### src/rtl/cm0_rst_req_gen_if.sv
// Reset request sources in, registered reset request and sticky cause out.
interface cm0_rst_req_gen_if;
    logic       SYSRESETREQ;
    logic       WDOGRESREQ;
    logic       LOCKUP;
    logic       LOCKUPRESET;
    logic       CAUSECLR;
    logic       RSTREQ;
    logic       RSTBUSY;
    logic [3:0] RSTCAUSE;

    modport master (
        output SYSRESETREQ, WDOGRESREQ, LOCKUP, LOCKUPRESET, CAUSECLR,
        input  RSTREQ, RSTBUSY, RSTCAUSE
    );

    modport slave (
        input  SYSRESETREQ, WDOGRESREQ, LOCKUP, LOCKUPRESET, CAUSECLR,
        output RSTREQ, RSTBUSY, RSTCAUSE
    );
endinterface

### src/rtl/cm0_rst_req_gen.sv
// Merges core/watchdog/lockup reset requests into one minimum-width, glitch-free
// RSTREQ pulse with a guard hold-off, and keeps a sticky reset cause.
module cm0_rst_req_gen #(
    parameter int unsigned PULSE_CYCLES = 4,
    parameter int unsigned GUARD_CYCLES = 8
) (
    input  logic              CLK,
    input  logic              RST,
    cm0_rst_req_gen_if.slave  bus
);
    typedef enum logic [1:0] {IDLE, ASSERT, HOLD, GUARD} state_t;

    localparam logic [7:0] PULSE_LD  = 8'(PULSE_CYCLES - 1);
    localparam logic [7:0] GUARD_LD  = (GUARD_CYCLES == 0) ? 8'd0 : 8'(GUARD_CYCLES - 1);
    localparam bit         HAS_GUARD = (GUARD_CYCLES != 0);

    state_t     state_q, state_d;
    logic [7:0] cnt_q, cnt_d;
    logic       rstreq_q, rstreq_d;
    logic [3:0] cause_q, cause_d;
    logic [2:0] src;
    logic       req;
    logic       take;
    logic       drop;

    assign src = {bus.LOCKUP & bus.LOCKUPRESET, bus.WDOGRESREQ, bus.SYSRESETREQ};
    assign req = |src;

    always_ff @(posedge CLK) begin
        if (RST) begin
            state_q  <= IDLE;
            cnt_q    <= 8'd0;
            rstreq_q <= 1'b0;
            cause_q  <= 4'b1000;
        end else begin
            state_q  <= state_d;
            cnt_q    <= cnt_d;
            rstreq_q <= rstreq_d;
            cause_q  <= cause_d;
        end
    end

    always_comb begin
        state_d  = state_q;
        cnt_d    = cnt_q;
        rstreq_d = rstreq_q;
        take     = 1'b0;
        drop     = 1'b0;

        case (state_q)
            IDLE: begin
                if (req) begin
                    state_d  = ASSERT;
                    cnt_d    = PULSE_LD;
                    rstreq_d = 1'b1;
                    take     = 1'b1;
                end
            end
            ASSERT: begin
                if (cnt_q != 8'd0)  cnt_d   = cnt_q - 8'd1;
                else if (req)       state_d = HOLD;
                else                drop    = 1'b1;
            end
            HOLD: begin
                if (!req) drop = 1'b1;
            end
            GUARD: begin
                // Requests are not latched here; a level still high is taken from IDLE.
                if (cnt_q != 8'd0) cnt_d   = cnt_q - 8'd1;
                else               state_d = IDLE;
            end
            default: state_d = IDLE;
        endcase

        if (drop) begin
            rstreq_d = 1'b0;
            if (HAS_GUARD) begin
                state_d = GUARD;
                cnt_d   = GUARD_LD;
            end else begin
                state_d = IDLE;
            end
        end

        // A clear and a new event on the same edge: the new cause bits survive.
        cause_d = (bus.CAUSECLR ? 4'b0000 : cause_q) | {1'b0, take ? src : 3'b000};
    end

    assign bus.RSTREQ   = rstreq_q;
    assign bus.RSTBUSY  = (state_q != IDLE);
    assign bus.RSTCAUSE = cause_q;
endmodule

### src/flat_wrapper.sv
// flat-port wrapper written by rule: the top's interface ports become plain ports
module cm0_rst_req_gen_flat 
#(
    parameter int unsigned PULSE_CYCLES = 4,
    parameter int unsigned GUARD_CYCLES = 8
)
  (CLK, RST, bus_SYSRESETREQ, bus_WDOGRESREQ, bus_LOCKUP, bus_LOCKUPRESET, bus_CAUSECLR, bus_RSTREQ, bus_RSTBUSY, bus_RSTCAUSE);
  cm0_rst_req_gen_if bus_i ();
  input  logic CLK;
  input  logic RST;
  input wire logic [$bits(bus_i.SYSRESETREQ)-1:0] bus_SYSRESETREQ;
  input wire logic [$bits(bus_i.WDOGRESREQ)-1:0] bus_WDOGRESREQ;
  input wire logic [$bits(bus_i.LOCKUP)-1:0] bus_LOCKUP;
  input wire logic [$bits(bus_i.LOCKUPRESET)-1:0] bus_LOCKUPRESET;
  input wire logic [$bits(bus_i.CAUSECLR)-1:0] bus_CAUSECLR;
  output wire logic [$bits(bus_i.RSTREQ)-1:0] bus_RSTREQ;
  output wire logic [$bits(bus_i.RSTBUSY)-1:0] bus_RSTBUSY;
  output wire logic [$bits(bus_i.RSTCAUSE)-1:0] bus_RSTCAUSE;
  assign bus_i.SYSRESETREQ = bus_SYSRESETREQ;
  assign bus_i.WDOGRESREQ = bus_WDOGRESREQ;
  assign bus_i.LOCKUP = bus_LOCKUP;
  assign bus_i.LOCKUPRESET = bus_LOCKUPRESET;
  assign bus_i.CAUSECLR = bus_CAUSECLR;
  assign bus_RSTREQ = bus_i.RSTREQ;
  assign bus_RSTBUSY = bus_i.RSTBUSY;
  assign bus_RSTCAUSE = bus_i.RSTCAUSE;
  cm0_rst_req_gen #(.PULSE_CYCLES(PULSE_CYCLES), .GUARD_CYCLES(GUARD_CYCLES)) u_core (.CLK(CLK), .RST(RST), .bus(bus_i));
endmodule
### config.mk
export PLATFORM = sky130hd
export DESIGN_NAME = cm0_rst_req_gen_flat
export DESIGN_NICKNAME = d
export VERILOG_FILES = /design/src/rtl/cm0_rst_req_gen_if.sv /design/src/rtl/cm0_rst_req_gen.sv /design/src/flat_wrapper.sv
export SDC_FILE = /design/constraint.sdc
export NUM_CORES = 1
export LEC_CHECK = 0
export ABC_CLOCK_PERIOD_IN_PS = 2500
export BUFFER_PORTS_ARGS = -buffer_cell sky130_fd_sc_hd__buf_4
export CAP_MARGIN = 15
export CORE_UTILIZATION = 55
export DETAILED_ROUTE_END_ITERATION = 10
export HOLD_SLACK_MARGIN = 0.12
export PLACE_DENSITY = 0.88
export SLEW_MARGIN = 0
export SYNTH_ARGS = -nofsm -noshare
export SYNTH_HDL_FRONTEND = slang
export SYNTH_SLANG_ARGS = --single-unit
### constraint.sdc
create_clock -name CLK -period 2.5 [get_ports CLK]
set_input_delay 0.5 -clock CLK [delete_from_list [all_inputs] [get_ports CLK]]
set_output_delay 0.5 -clock CLK [all_outputs]
set_load 0.05 [all_outputs]
# After elaboration in Yosys (flattened, before gate mapping)
# Index checks and enable logic that the tools add are counted.
[op_classes]
n_mux = 17
n_addsub = 1
reduce_logical = 13
n_eq_ne = 10
n_bitwise = 2
[ops]
columns = ["cell", "count"]
rows = [
  ["two-way mux 8 bit", 2],
  ["case mux 8 bit (2 select lines)", 1],
  ["two-way mux 2 bit", 5],
  ["!= test 3 x 1 -> 1 bit (second input constant)", 3],
  ["nonzero test 8 bit", 1],
  ["subtractor 8 x 1 -> 8 bit (second input constant)", 1],
  ["two-way mux 3 bit", 2],
  ["!= test 3 x 2 -> 1 bit (second input constant)", 2],
  ["case mux 2 bit (3 select lines)", 1],
  ["AND reduction 3 bit", 2],
  ["AND reduction 5 bit", 1],
  ["equality test 2 bit (second input constant)", 2],
  ["two-way mux 1 bit", 4],
  ["two-way mux 4 bit", 1],
  ["!= test 2 x 1 -> 1 bit (second input constant)", 2],
  ["OR 4 x 3 -> 4 bit", 1],
  ["nonzero test 2 bit", 2],
  ["nonzero test 4 bit", 1],
  ["OR reduction 2 bit", 2],
  ["nonzero test 3 bit", 1],
  ["OR reduction 3 bit", 1],
  ["equality test 2 x 1 -> 1 bit (second input constant)", 1],
  ["zero test 2 bit", 1],
  ["case mux 1 bit (2 select lines)", 1],
  ["2 further kinds", 2],
]
[word_totals]
in_bits = 7
wordCells = 48
reg_bits = 15

# Longest topological paths before layout
# Gate-level depths: netlist of run 1.
[depth]
ltp_word = 7
mapped_depth = 6
mapped_depth_nobuf = 6

# Least setup slack after synthesis of run 1
# Ideal clock, no wire load.
[synth_timing]
kind = "flip-flop to flip-flop"
from = "reg u_core.cnt_q[0]"
to = "reg u_core.cnt_q[1]"
path_stages_with_launch = 7
t_arrival_ns = 1.890
required_time_ns = 2.372
path_buffers = 0
slack_ns = 0.482
path_cell_list = "dfxtp_1 -> inv_1 -> ha_1 -> or4b_4 -> or4_4 -> a221oi_1 -> a211oi_1"
[synth_between]
elab_chain_len = 5
[synth_lines]
columns = ["item", "line_no", "source"]
rows = [
  ["start: declaration", "cm0_rst_req_gen.sv:18", "logic [7:0] cnt_q, cnt_d;"],
  ["start signal: assignment", "cm0_rst_req_gen.sv:37", "cnt_q <= cnt_d;"],
  ["parallel branches: the longest is 5 deep, another holds subtractor 8 x 1 -> 8 bit", "n/a", ""],
]
# Parallel ways; which one is timed is not known. The select of a mux whose other input is x is not followed.
# A chain may end at the register's enable or synchronous reset.

# Final worst setup path of run 1
[layout_timing]
from = "reg u_core.cnt_q[0]"
to = "reg u_core.cnt_q[0]"
# Same word-level chain as after synthesis.

==> summary.txt, run 1 <==
Timing
  • Fin. Hold Viols: 0
  • Unrepaired setup endpoints after global routing: false
  • Tcrit/Tclk final: roughly nine tenths
  • Setup violators final: 0
  • Worst-margin pin slew: approximately 0.64 ns
  • Max transition margin: 56.5%
  • Worst Skew: 0.00479 ns
  • Pins Over Slew Limit: 0
  • Final Critical Period: 2.24 ns
  • Fmax: 447 MHz
  • Sum Neg Setup Slack: 0 ns

Drt
  • Top Metal Used: met4
  • Met3 routed WL: 170 um
  • DRT iter0 DRCs: 94
  • Met2 routed WL: between 900 and 1000 um
  • Post-route ant nets: 0
  • Via-to-Cell Ratio: 7.02
  • # DRC: 0
  • Avg WL per Cell: 16.4 um
  • Drt total wl: 2260 um
  • Routed vias: 969
  • M1 wire length: 1040 um
  • Router iterations before antenna repair: 4

Die
  • Die W: 42.9 um
  • Num rows: 14
  • Initial Utilization: 59.7%
  • Die height: 42.9 um
  • IO Count: 13
  • CORE AREA: 1540 um2
  • Die footprint: 1840 um2

Run
  • Max_cap viols: 0

Clocking
  • Post-CTS sizing: 0
  • Total CTS buffers: 3
  • CTS sink count: 15
  • Clock slew at reported path FFs: around 0.1 ns
  • Max H-tree Level: 1
  • Hold-fix buffers at CTS: 0
  • Longest Clk Path Bufs: 2
  • TritonCTS clock tree: done
  • Root Driver: clkbuf_4
  • Post-CTS Setup Bufs: 0
  • Worst skew pair latency: 0.29 ns

Worst setup path
  • CP Class: reg2reg
  • Crit start category: flop
  • Worst path required time: around 2.7 ns
  • Worst-path fanout max: 5
  • Setup slack, reg-to-reg: 0.26 ns
  • Crit path capture type: flop
  • Critical Path AT: 2.42 ns

Logic synthesis
  • Yosys reg bits: 15
  • Mapped Nets: 121
  • EDFF count, synth: 0
  • Ys Warns: 0
  • Synth cell types: 40
  • Seq/Total Area, Yosys: 32.7%
  • Avg Cell Area, Syn: 8.59 um2
  • Post-synthesis cell count: approximately 110
  • Post-synth ARST share: 0%
  • Ys flop type: dfxtp_1
  • Mapped Area: about 920 um2

Global routing
  • Initial antenna violation count: 0
  • GRT Total Usage: 26.8%
  • Gr ovfl total: 0
  • Vias in the first global route: ~860
  • First-pass GRT wire length: around 3800 um
  • Largest net degree at the start of global routing: 12

Place
  • Hpwl dp: 1590 um
  • Gp weighted congestion: 0.862
  • # port buffers: 12

Min path
  • Hold Crit Class: in2reg

Layout
  • # diodes: 0
  • Final core utilization: 68.1%
  • Share of post-route cells with drive strength above 1: 20.5%
  • Fin nets: 137
  • Synthesis-to-finish area growth: 14.2%

Pwr
  • P_leak: 0.438 nW
  • Worst VDD drop: 0.000625 V
  • Power Dens Cells: 1180 nW/um2

Outcome
  • Status: completed
-- synth_stat cells, types with 3 or more instances --
cell       n  area [um2]
a211o_1    3        26.3
a21oi_1    8        40.0
a21o_1     3        22.5
a221oi_1   4        35.0
inv_1      7        26.3
o21ai_0    5        25.0
ha_1       7        87.6
nor2_1    13        48.8
nor4_1     3        18.8
dfxtp_1   15         300
nand2_1    3        11.3
-- cells by family after synthesis --
kind of cell,Yosys count,synth area share [%]
AND/OR/NAND/NOR,37,22.9
AO/OA/AOI/OAI,40,31.3
flip-flops,15,32.7
buffers and inverters,8,3.67
adder cells (fa/ha/maj),7,9.52
-- worst max-delay path, cell delays in order (launching register included) --
cell and delay (ns):
dfxtp_1 0.36, inv_1 0.07, ha_1 0.23, or4b_4 0.52, or4_4 0.54, a221oi_1 0.31, a311oi_1 0.09
-- per-layer routing --
metal / vias up / GRT usage [%]
met3: 11 / 5.11
met2: 58 / 39.7
met1: 454 / 38.4
li1: 446 / -
met4: 0 / 10.0
met5: - / 0
-- cell usage in the layout (no fill, tap or decap), drive strengths merged, types with 3 or more instances in the layout --
| cell type | synthesis | final |
|---|---|---|
| inv | 7 | 7 |
| a221oi | 4 | 4 |
| dfxtp | 15 | 15 |
| clkbuf | 0 | 3 |
| buf | 1 | 12 |
| a21oi | 8 | 8 |
| ha | 7 | 7 |
| nand2 | 3 | 3 |
| nor4 | 3 | 3 |
| o21ai | 5 | 5 |
| nor2 | 14 | 14 |
| a21o | 3 | 3 |
| a211o | 3 | 3 |
-- final cells by class --
| class | count | area, um2 |
|---|---|---|
| Fill cell | 122 | 492 |
| Tap cell | 16 | 20.0 |
| Clock inverter | 1 | 5.00 |
| Inverter | 7 | 26.3 |
| Timing Repair Buffer | 12 | 90.1 |
| Multi-Input combinational cell | 84 | 586 |
| Sequential cell | 15 | 300 |
| Clock buffer | 3 | 22.5 |
-- registers in the layout, summed over array words and instances, names as in the netlist --
signal	count
u_core.bus.RSTREQ	1
u_core.bus.RSTCAUSE	4
u_core.state_q	2
u_core.cnt_q	8
-- per-stage QoR --
| stage | hold WS, ns | worst slack (ns) | cell area (um2) | total power (W) | cells |
|---|---|---|---|---|---|
| floorplan | 0.476 | 0.482 | 920 | 0.000896 | 107 |
| detailed placement | 0.446 | 0.344 | 1020 | 0.00106 | 134 |
| CTS | 0.458 | 0.326 | 1050 | 0.00121 | 138 |
| global route | 0.456 | 0.231 | 1050 | 0.00131 | 138 |
| finish | 0.459 | 0.263 | 1050 | 0.00123 | 138 |
| global placement | 0.440 | 0.429 | 1020 | 0.00104 | 134 |
-- power by group --
group / internal, W / switching [W] / total [W]
Sequential: 0.000296 / 0.0000606 / 0.000357
Combinational: 0.000275 / 0.000454 / 0.000730
Clock: 0.0000595 / 0.0000875 / 0.000147
-- worst paths after layout --
path | endpoint | cells past startpoint | from
max | u_core.cnt_q[0]$_SDFFE_PP0P_ | 6 | u_core.cnt_q[0]$_SDFFE_PP0P_
min | u_core.bus.RSTCAUSE[2]$_SDFF_PP0_ | 2 | RST
max reg2reg | u_core.cnt_q[0]$_SDFFE_PP0P_ | 6 | u_core.cnt_q[0]$_SDFFE_PP0P_
min reg2reg | u_core.bus.RSTCAUSE[3]$_SDFFE_PP1P_ | 1 | u_core.bus.RSTCAUSE[3]$_SDFFE_PP1P_
(Power assumes the default switching activity.)
==> inputs of run 2 (changes only) <==
--- a/config.mk
+++ b/config.mk
@@ -5,6 +5,7 @@
 export SDC_FILE = /design/constraint.sdc
 export NUM_CORES = 1
 export LEC_CHECK = 0
+export ABC_AREA = 1
 export ABC_CLOCK_PERIOD_IN_PS = 2500
 export BUFFER_PORTS_ARGS = -buffer_cell sky130_fd_sc_hd__buf_4
 export CAP_MARGIN = 15
==> summary.txt, run 2 <==
Layout
  • Layout Cells excl Fill: 175 (was 138)
  • Fin nets: 174 (was 137)
  • Max reg flops: 8 (unchanged)
  • Share of post-route cells with drive strength above 1: 17.0% (was 20.5%)
  • Most flops, register: u_core.cnt_q (unchanged)
  • Area of the multi-input gates: 551 um2 (was 586 um2)
  • # diodes: 0 (unchanged)
  • Most frequent cells in the layout: nand2_1, inv_1, nor2_1, dfxtp_1, nand3_1 (was dfxtp_1, nor2_1, buf_4)
  • Synthesis-to-finish area growth: 14.4% (was 14.2%)
  • Filler Cell Count: 133 (was 122)
  • Commonest non-fill, non-tap cell in the layout: nand2_1 (was dfxtp_1)
  • Register area: 300 um2 (unchanged)

Die
  • IO Count: 13 (unchanged)
  • Die height: 43.7 um (was 42.9 um)
  • CORE AREA: 1560 um2 (was 1540 um2)
  • Die W: 43.7 um (was 42.9 um)
  • Num rows: 14 (unchanged)
  • Die footprint: 1910 um2 (was 1840 um2)
  • Initial Utilization: 61.3% (was 59.7%)

Clocking
  • TritonCTS clock tree: done (unchanged)
  • Total CTS buffers: 3 (unchanged)
  • CTS sink count: 15 (unchanged)
  • Root Driver: clkbuf_4 (unchanged)
  • Post-CTS sizing: 0 (unchanged)
  • Clock slew at reported path FFs: 0.10 ns (about the same)
  • Max H-tree Level: 1 (unchanged)
  • Post-CTS Setup Bufs: 0 (unchanged)
  • Hold-fix buffers at CTS: 0 (unchanged)
  • Worst skew pair latency: 0.29 ns (about the same)
  • Longest Clk Path Bufs: 2 (unchanged)

Logic synthesis
  • Cell with the most instances after synthesis: nand2_1 (was dfxtp_1)
  • Area contributors post-synth: dfxtp_1, nand2_1, inv_1, ha_1, nand3_1 (was dfxtp_1, ha_1, nor2_1, a21oi_1, a221oi_1)
  • Avg Cell Area, Syn: 6.68 um2 (was 8.59 um2)
  • Mapped Area: 956 um2 (was 920 um2)
  • Ys flop type: dfxtp_1 (unchanged)
  • Seq/Total Area, Yosys: 31.4% (was 32.7%)
  • Share of the synthesized area in the top cell type: 31.4% (was 32.7%)
  • Post-synthesis cell count: 143 (was 107)
  • Cell taking the most area after synthesis: dfxtp_1 (unchanged)
  • Synth cell count leaders: nand2_1, inv_1, dfxtp_1, nor2_1, nand3_1 (was dfxtp_1, nor2_1, a21oi_1)
  • Synth cell types: 19 (was 40)
  • EDFF count, synth: 0 (unchanged)
  • Ys Warns: 0 (unchanged)
  • Yosys reg bits: 15 (unchanged)
  • Post-synth ARST share: 0% (unchanged)
  • Mapped Nets: 157 (was 121)

Drt
  • Met3 routed WL: 54 um (was 170 um)
  • DRT iter0 DRCs: 32 (was 94)
  • Top Metal Used: met4 (unchanged)
  • Router iterations before antenna repair: 4 (unchanged)
  • Routed vias: 895 (was 969)
  • Drt total wl: 1960 um (was 2260 um)
  • Avg WL per Cell: 11.2 um (was 16.4 um)
  • Via-to-Cell Ratio: 5.11 (was 7.02)
  • Post-route ant nets: 0 (unchanged)
  • # DRC: 0 (unchanged)
  • Met2 routed WL: 932 um (was 986 um)
  • M1 wire length: 940 um (was 1040 um)

Timing
  • Hold WS: 0.396 ns (was 0.459 ns)
  • Final Critical Period: 1.85 ns (was 2.24 ns)
  • Max transition margin: 81.5% (was 56.5%)
  • Worst Skew: 0.00622 ns (was 0.00479 ns)
  • Tcrit/Tclk final: 74.0% (was 89.5%)
  • Fmax: 541 MHz (was 447 MHz)
  • Worst-margin pin slew: 0.274 ns (was 0.644 ns)
  • Setup violators final: 0 (unchanged)
  • Pins Over Slew Limit: 0 (unchanged)
  • Sum Neg Setup Slack: 0 ns (unchanged)
  • Unrepaired setup endpoints after global routing: false (unchanged)
  • Fin. Hold Viols: 0 (unchanged)

Worst setup path
  • CP peak stage delay: 0.39 ns (was 0.54 ns)
  • CP most frequent cell: inv_1
  • Worst path required time: 2.00 ns (was 2.68 ns)
  • CP Class: reg2out (was reg2reg)
  • CP cell instances: inv_1 -> ha_1 -> inv_1 -> buf_4 (was inv_1 -> ha_1 -> or4b_4 -> or4_4 -> a221oi_1 -> a311oi_1)
  • Crit path max-delay cell type: dfxtp_1 (was or4_4)
  • Critical Path AT: 1.35 ns (was 2.42 ns)
  • Crit path capture type: primary output (was flop)
  • Worst-path fanout max: 6 (was 5)
  • Crit start category: flop (unchanged)

Pwr
  • Worst VDD drop: 0.000695 V (was 0.000625 V)
  • Power Dens Cells: 1340 nW/um2 (was 1180 nW/um2)
  • P_leak: 0.601 nW (was 0.438 nW)

Outcome
  • Status: completed (unchanged)

Run
  • Max_cap viols: 0 (unchanged)

Place
  • Hpwl dp: 1540 um (was 1590 um)
  • DP Cell Count: 171 (was 134)
  • Gp weighted congestion: 0.939 (was 0.862)
  • # port buffers: 12 (unchanged)

Min path
  • Hold Crit Class: in2reg (unchanged)

Global routing
  • First-pass GRT wire length: 3490 um (was 3780 um)
  • Gr ovfl total: 0 (unchanged)
  • Vias in the first global route: 837 (was 862)
  • Initial antenna violation count: 0 (unchanged)
  • Largest net degree at the start of global routing: 10 (was 12)
  • GRT Total Usage: 24.2% (was 26.8%)
run 2: cell count changes in the layout (fill, tap and decap cells not counted), sizes merged, moves of 4 or more:
cell | previous run | this run
nand2 | 3 | 35
a21oi | 8 | 13
a221oi | 4 | 0
inv | 7 | 28
xor2 | 0 | 5
nand3 | 1 | 13
run 2: area by class of cell:
cell class | count | share of cell area, %
Clock buffer | 3 | 2.06
Clock inverter | 1 | 0.458
Inverter | 28 | 9.61
Multi-Input combinational cell | 100 | 50.3
Sequential cell | 15 | 27.5
Tap cell | 16 | 1.83
Timing Repair Buffer | 12 | 8.24
run 2: report_power, final:
part / internal (W) / switching, W / leakage (nW) / total, W
sequential: 0.000316 / 0.0000657 / 0.124 / 0.000381
clock: 0.0000596 / 0.0000849 / 0.0177 / 0.000144
combinational: 0.000334 / 0.000600 / 0.459 / 0.000934
run 2: cell families (layout without fill, tap and decap cells):
family,after synthesis,count (layout),share of synthesized area [%]
adders and majority gates,7,7,9.16
buffers and inverters,28,44,11.0
xor gates and xnor gates,5,5,4.58
AOI/OAI and AO/OA,18,18,11.3
and+or+nand+nor,70,70,32.6
DFF,15,15,31.4
run 2: final timing paths:
check	start	cells after the start	slack, ns	end
min reg2reg	u_core.bus.RSTCAUSE[3]$_SDFFE_PP1P_	2	0.46	u_core.bus.RSTCAUSE[3]$_SDFFE_PP1P_
max reg2reg	u_core.state_q[1]$_SDFFE_PP0P_	9	0.66	u_core.cnt_q[7]$_SDFFE_PP0P_
max	u_core.state_q[0]$_SDFFE_PP0P_	4	0.65	bus_RSTBUSY
min	RST	2	0.40	u_core.bus.RSTCAUSE[2]$_SDFF_PP0_
run 2: through the flow:
| step | utilization, % | cell area (um2) | total power (W) | worst slack (ns) |
|---|---|---|---|---|
| after floorplan | - | 956 | 0.00112 | 0.862 |
| after global placement | 68.4 | 1070 | 0.00129 | 0.781 |
| after detailed placement | 68.4 | 1070 | 0.00131 | 0.685 |
| after CTS | 70.1 | 1090 | 0.00146 | 0.654 |
| after global routing | 70.1 | 1090 | 0.00161 | 0.441 |
| final | 70.1 | 1090 | 0.00146 | 0.650 |
run 2: routing by layer:
metal  vias to the layer above  GRT usage, %
li1                        479             -
met1                       396          32.7
met2                        15          37.3
met3                         5          4.58
met4                         0          10.6
met5                         -             0
run 2: worst max-delay path: cells and delay by family, from the launching register on:
| kind | cells | cell delay (ns) |
|---|---|---|
| fa+ha+maj | 1 | 0.29 |
| flops | 1 | 0.39 |
| buf+inv | 3 | 0.39 |
==> inputs of run 3 (changes only) <==
--- a/config.mk
+++ b/config.mk
@@ -5,8 +5,8 @@
 export SDC_FILE = /design/constraint.sdc
 export NUM_CORES = 1
 export LEC_CHECK = 0
-export ABC_AREA = 1
-export ABC_CLOCK_PERIOD_IN_PS = 2500
+export ABC_AREA = 0
+export ABC_CLOCK_PERIOD_IN_PS = 1800
 export BUFFER_PORTS_ARGS = -buffer_cell sky130_fd_sc_hd__buf_4
 export CAP_MARGIN = 15
 export CORE_UTILIZATION = 55
==> constraint.sdc (replaced) <==
create_clock -name CLK -period 1.8 [get_ports CLK]
set_input_delay 0.36 -clock CLK [delete_from_list [all_inputs] [get_ports CLK]]
set_output_delay 0.36 -clock CLK [all_outputs]
set_load 0.05 [all_outputs]
==> summary.txt, run 3 (synthesized netlist as in run 1, its figures left out) <==
Drt
  • Routed vias: 1,092 (was 895)
  • Avg WL per Cell: 20.5 um (was 11.2 um)
  • # DRC: 0 (unchanged)
  • DRT iter0 DRCs: 81 (was 32)
  • Router iterations before antenna repair: 6 (was 4)
  • Drt total wl: 3280 um (was 1960 um)
  • Via-to-Cell Ratio: 6.83 (was 5.11)
  • Post-route ant nets: 0 (unchanged)

Layout
  • Commonest non-fill, non-tap cell in the layout: buf_4 (was nand2_1)
  • Synthesis-to-finish area growth: 46.5% (was 14.4%)
  • Max reg flops: 8 (unchanged)
  • Share of post-route cells with drive strength above 1: 45.8% (was 17.0%)
  • Most frequent cells in the layout: buf_4, dfxtp_1, nor2_1 (was nand2_1, inv_1, nor2_1, dfxtp_1, nand3_1)
  • Most flops, register: u_core.cnt_q (unchanged)
  • Fin nets: 159 (was 174)
  • # diodes: 0 (unchanged)
  • Filler Cell Count: 72 (was 133)

Worst setup path
  • Worst-path fanout max: 3 (was 6)
  • Worst path required time: 1.98 ns (was 2.00 ns)
  • Worst path bufs/invs: 2 (was 3)
  • Crit path capture type: flop (was primary output)
  • CP cell instances: inv_2 -> ha_4 -> or4b_4 -> or4_4 -> buf_4 -> nor2_2 -> a21oi_1 (was inv_1 -> ha_1 -> inv_1 -> buf_4)
  • CP Class: reg2reg (was reg2out)
  • CP peak stage delay: 0.54 ns (was 0.39 ns)
  • Top delay family on crit path: simple AND/OR/NAND/NOR gates (was flip-flops)
  • Crit path max-delay cell type: or4_4 (was dfxtp_1)
  • Critical Path AT: 2.14 ns (was 1.35 ns)
  • Crit start category: flop (unchanged)

Timing
  • Setup slack after layout: -0.168 ns (was 0.650 ns)
  • Hold WS: 0.344 ns (was 0.396 ns)
  • Pins Over Slew Limit: 0 (unchanged)
  • Fmax: 508 MHz
  • Unrepaired setup endpoints after global routing: true (was false)
  • Worst Skew: 0.00136 ns (was 0.00622 ns)
  • Fin. Hold Viols: 0 (unchanged)
  • Setup violators final: 4 (was 0)
  • Tcrit/Tclk final: 109%
  • Worst-margin pin slew: 0.545 ns (was 0.274 ns)
  • Final Critical Period: 1.97 ns
  • Max transition margin: 63.7% (was 81.5%)

Global routing
  • Gr ovfl total: 0 (unchanged)
  • Initial antenna violation count: 0 (unchanged)
  • GRT Total Usage: 33.9% (was 24.2%)
  • Largest net degree at the start of global routing: 12 (was 10)
  • Vias in the first global route: 1,025 (was 837)
  • First-pass GRT wire length: 4640 um (was 3490 um)

Place
  • Gp weighted congestion: 0.985 (was 0.939)
  • Hpwl dp: 1900 um (was 1540 um)
  • Pre-CTS WS: -0.117 ns (was 0.685 ns)
  • # port buffers: 12 (unchanged)

Die
  • Num rows: 14 (unchanged)
  • Die W: 42.9 um (was 43.7 um)
  • Die height: 42.9 um (was 43.7 um)
  • Die footprint: 1840 um2 (was 1910 um2)
  • Initial Utilization: 59.7% (was 61.3%)
  • IO Count: 13 (unchanged)
  • CORE AREA: 1540 um2 (was 1560 um2)

Clocking
  • Total CTS buffers: 3 (unchanged)
  • Clock slew at reported path FFs: 0.09 ns (was 0.10 ns)
  • Max H-tree Level: 1 (unchanged)
  • Root Driver: clkbuf_4 (unchanged)
  • Hold-fix buffers at CTS: 0 (unchanged)
  • Longest Clk Path Bufs: 2 (unchanged)
  • TritonCTS clock tree: done (unchanged)
  • CTS sink count: 15 (unchanged)
  • Worst skew pair latency: 0.28 ns (was 0.29 ns)

Pwr
  • Switching Share: 46.9% (was 51.4%)
  • Worst VDD drop: 0.00114 V (was 0.000695 V)
  • Sequential share of power: 21.0% (was 26.1%)
  • Sw power: 0.00110 W (was 0.000751 W)
  • P_leak: 0.555 nW (was 0.601 nW)
  • Clk pwr share: 8.2% (was 9.9%)
  • Internal power: 0.00124 W (was 0.000709 W)
  • Power Dens Cells: 1740 nW/um2 (was 1340 nW/um2)
  • Comb power frac: 70.8% (was 64.0%)
  • Overall power: 0.00234 W (was 0.00146 W)

Min path
  • Hold Crit Class: in2reg (unchanged)

Outcome
  • Failing checks: negative setup slack
  • Status: finished with violations (was completed)

Run
  • Max_cap viols: 0 (unchanged)
run 3: what timing repair did:
| action | CTS | global route |
|---|---|---|
| setup buffers | 1 | 2 |
| pin swaps | 2 | 6 |
| setup endpoints to repair | 5 | 9 |
| gates resized for setup | 4 | 14 |
run 3: path summary, 6_finish.rpt:
path / cells after the start / to / start / slack (ns)
setup / recovery: 7 / u_core.state_q[0]$_SDFFE_PP0P_ / u_core.cnt_q[1]$_SDFFE_PP0P_ / -0.17
hold / removal: 2 / u_core.cnt_q[1]$_SDFFE_PP0P_ / RST / 0.34
setup reg to reg: 7 / u_core.state_q[0]$_SDFFE_PP0P_ / u_core.cnt_q[1]$_SDFFE_PP0P_ / -0.17
hold reg to reg: 1 / u_core.bus.RSTCAUSE[3]$_SDFFE_PP1P_ / u_core.bus.RSTCAUSE[3]$_SDFFE_PP1P_ / 0.46
run 3: final cells by class:
type	count	area, um2	area share [%]
Clock buffer	4	26.3	1.95
Timing Repair Buffer	34	259	19.2
Inverter	7	30.0	2.23
Multi-Input combinational cell	84	709	52.6
Sequential cell	15	303	22.5
Tap cell	16	20.0	1.49
run 3: stage by stage:
| step | cell area (um2) | TNS [ns] | instances | utilization [%] |
|---|---|---|---|---|
| final | 1350 | -0.498 | 160 | 87.4 |
| after global routing | 1350 | -0.691 | 160 | 87.4 |
| after CTS | 1260 | -0.260 | 158 | 82.1 |
| after detailed placement | 1200 | -0.259 | 153 | 78.1 |
| after global placement | 1200 | -0.138 | 153 | 78.1 |
| after floorplan | 958 | -0.226 | 107 | - |
run 3: power groups by stage:
stage	Combinational [W]	Clock, W	Sequential (W)
2_1_floorplan	0.000756	0	0.000562
3_3_place_gp	0.00129	0	0.000475
3_5_place_dp	0.00133	0	0.000484
4_1_cts	0.00141	0.000193	0.000479
5_1_grt	0.00175	0.000215	0.000497
6_report	0.00166	0.000192	0.000491
run 3: per-layer routing:
| metal | share of wire [%] | wire length, um | GRT usage (%) |
|---|---|---|---|
| met2 | 48 | 1570 | 50.9 |
| met3 | 11 | 349 | 6.38 |
| met1 | 38 | 1240 | 45.9 |
| met4 | 3.3 | 109 | 16.9 |
| met5 | 0 | 0 | 0 |
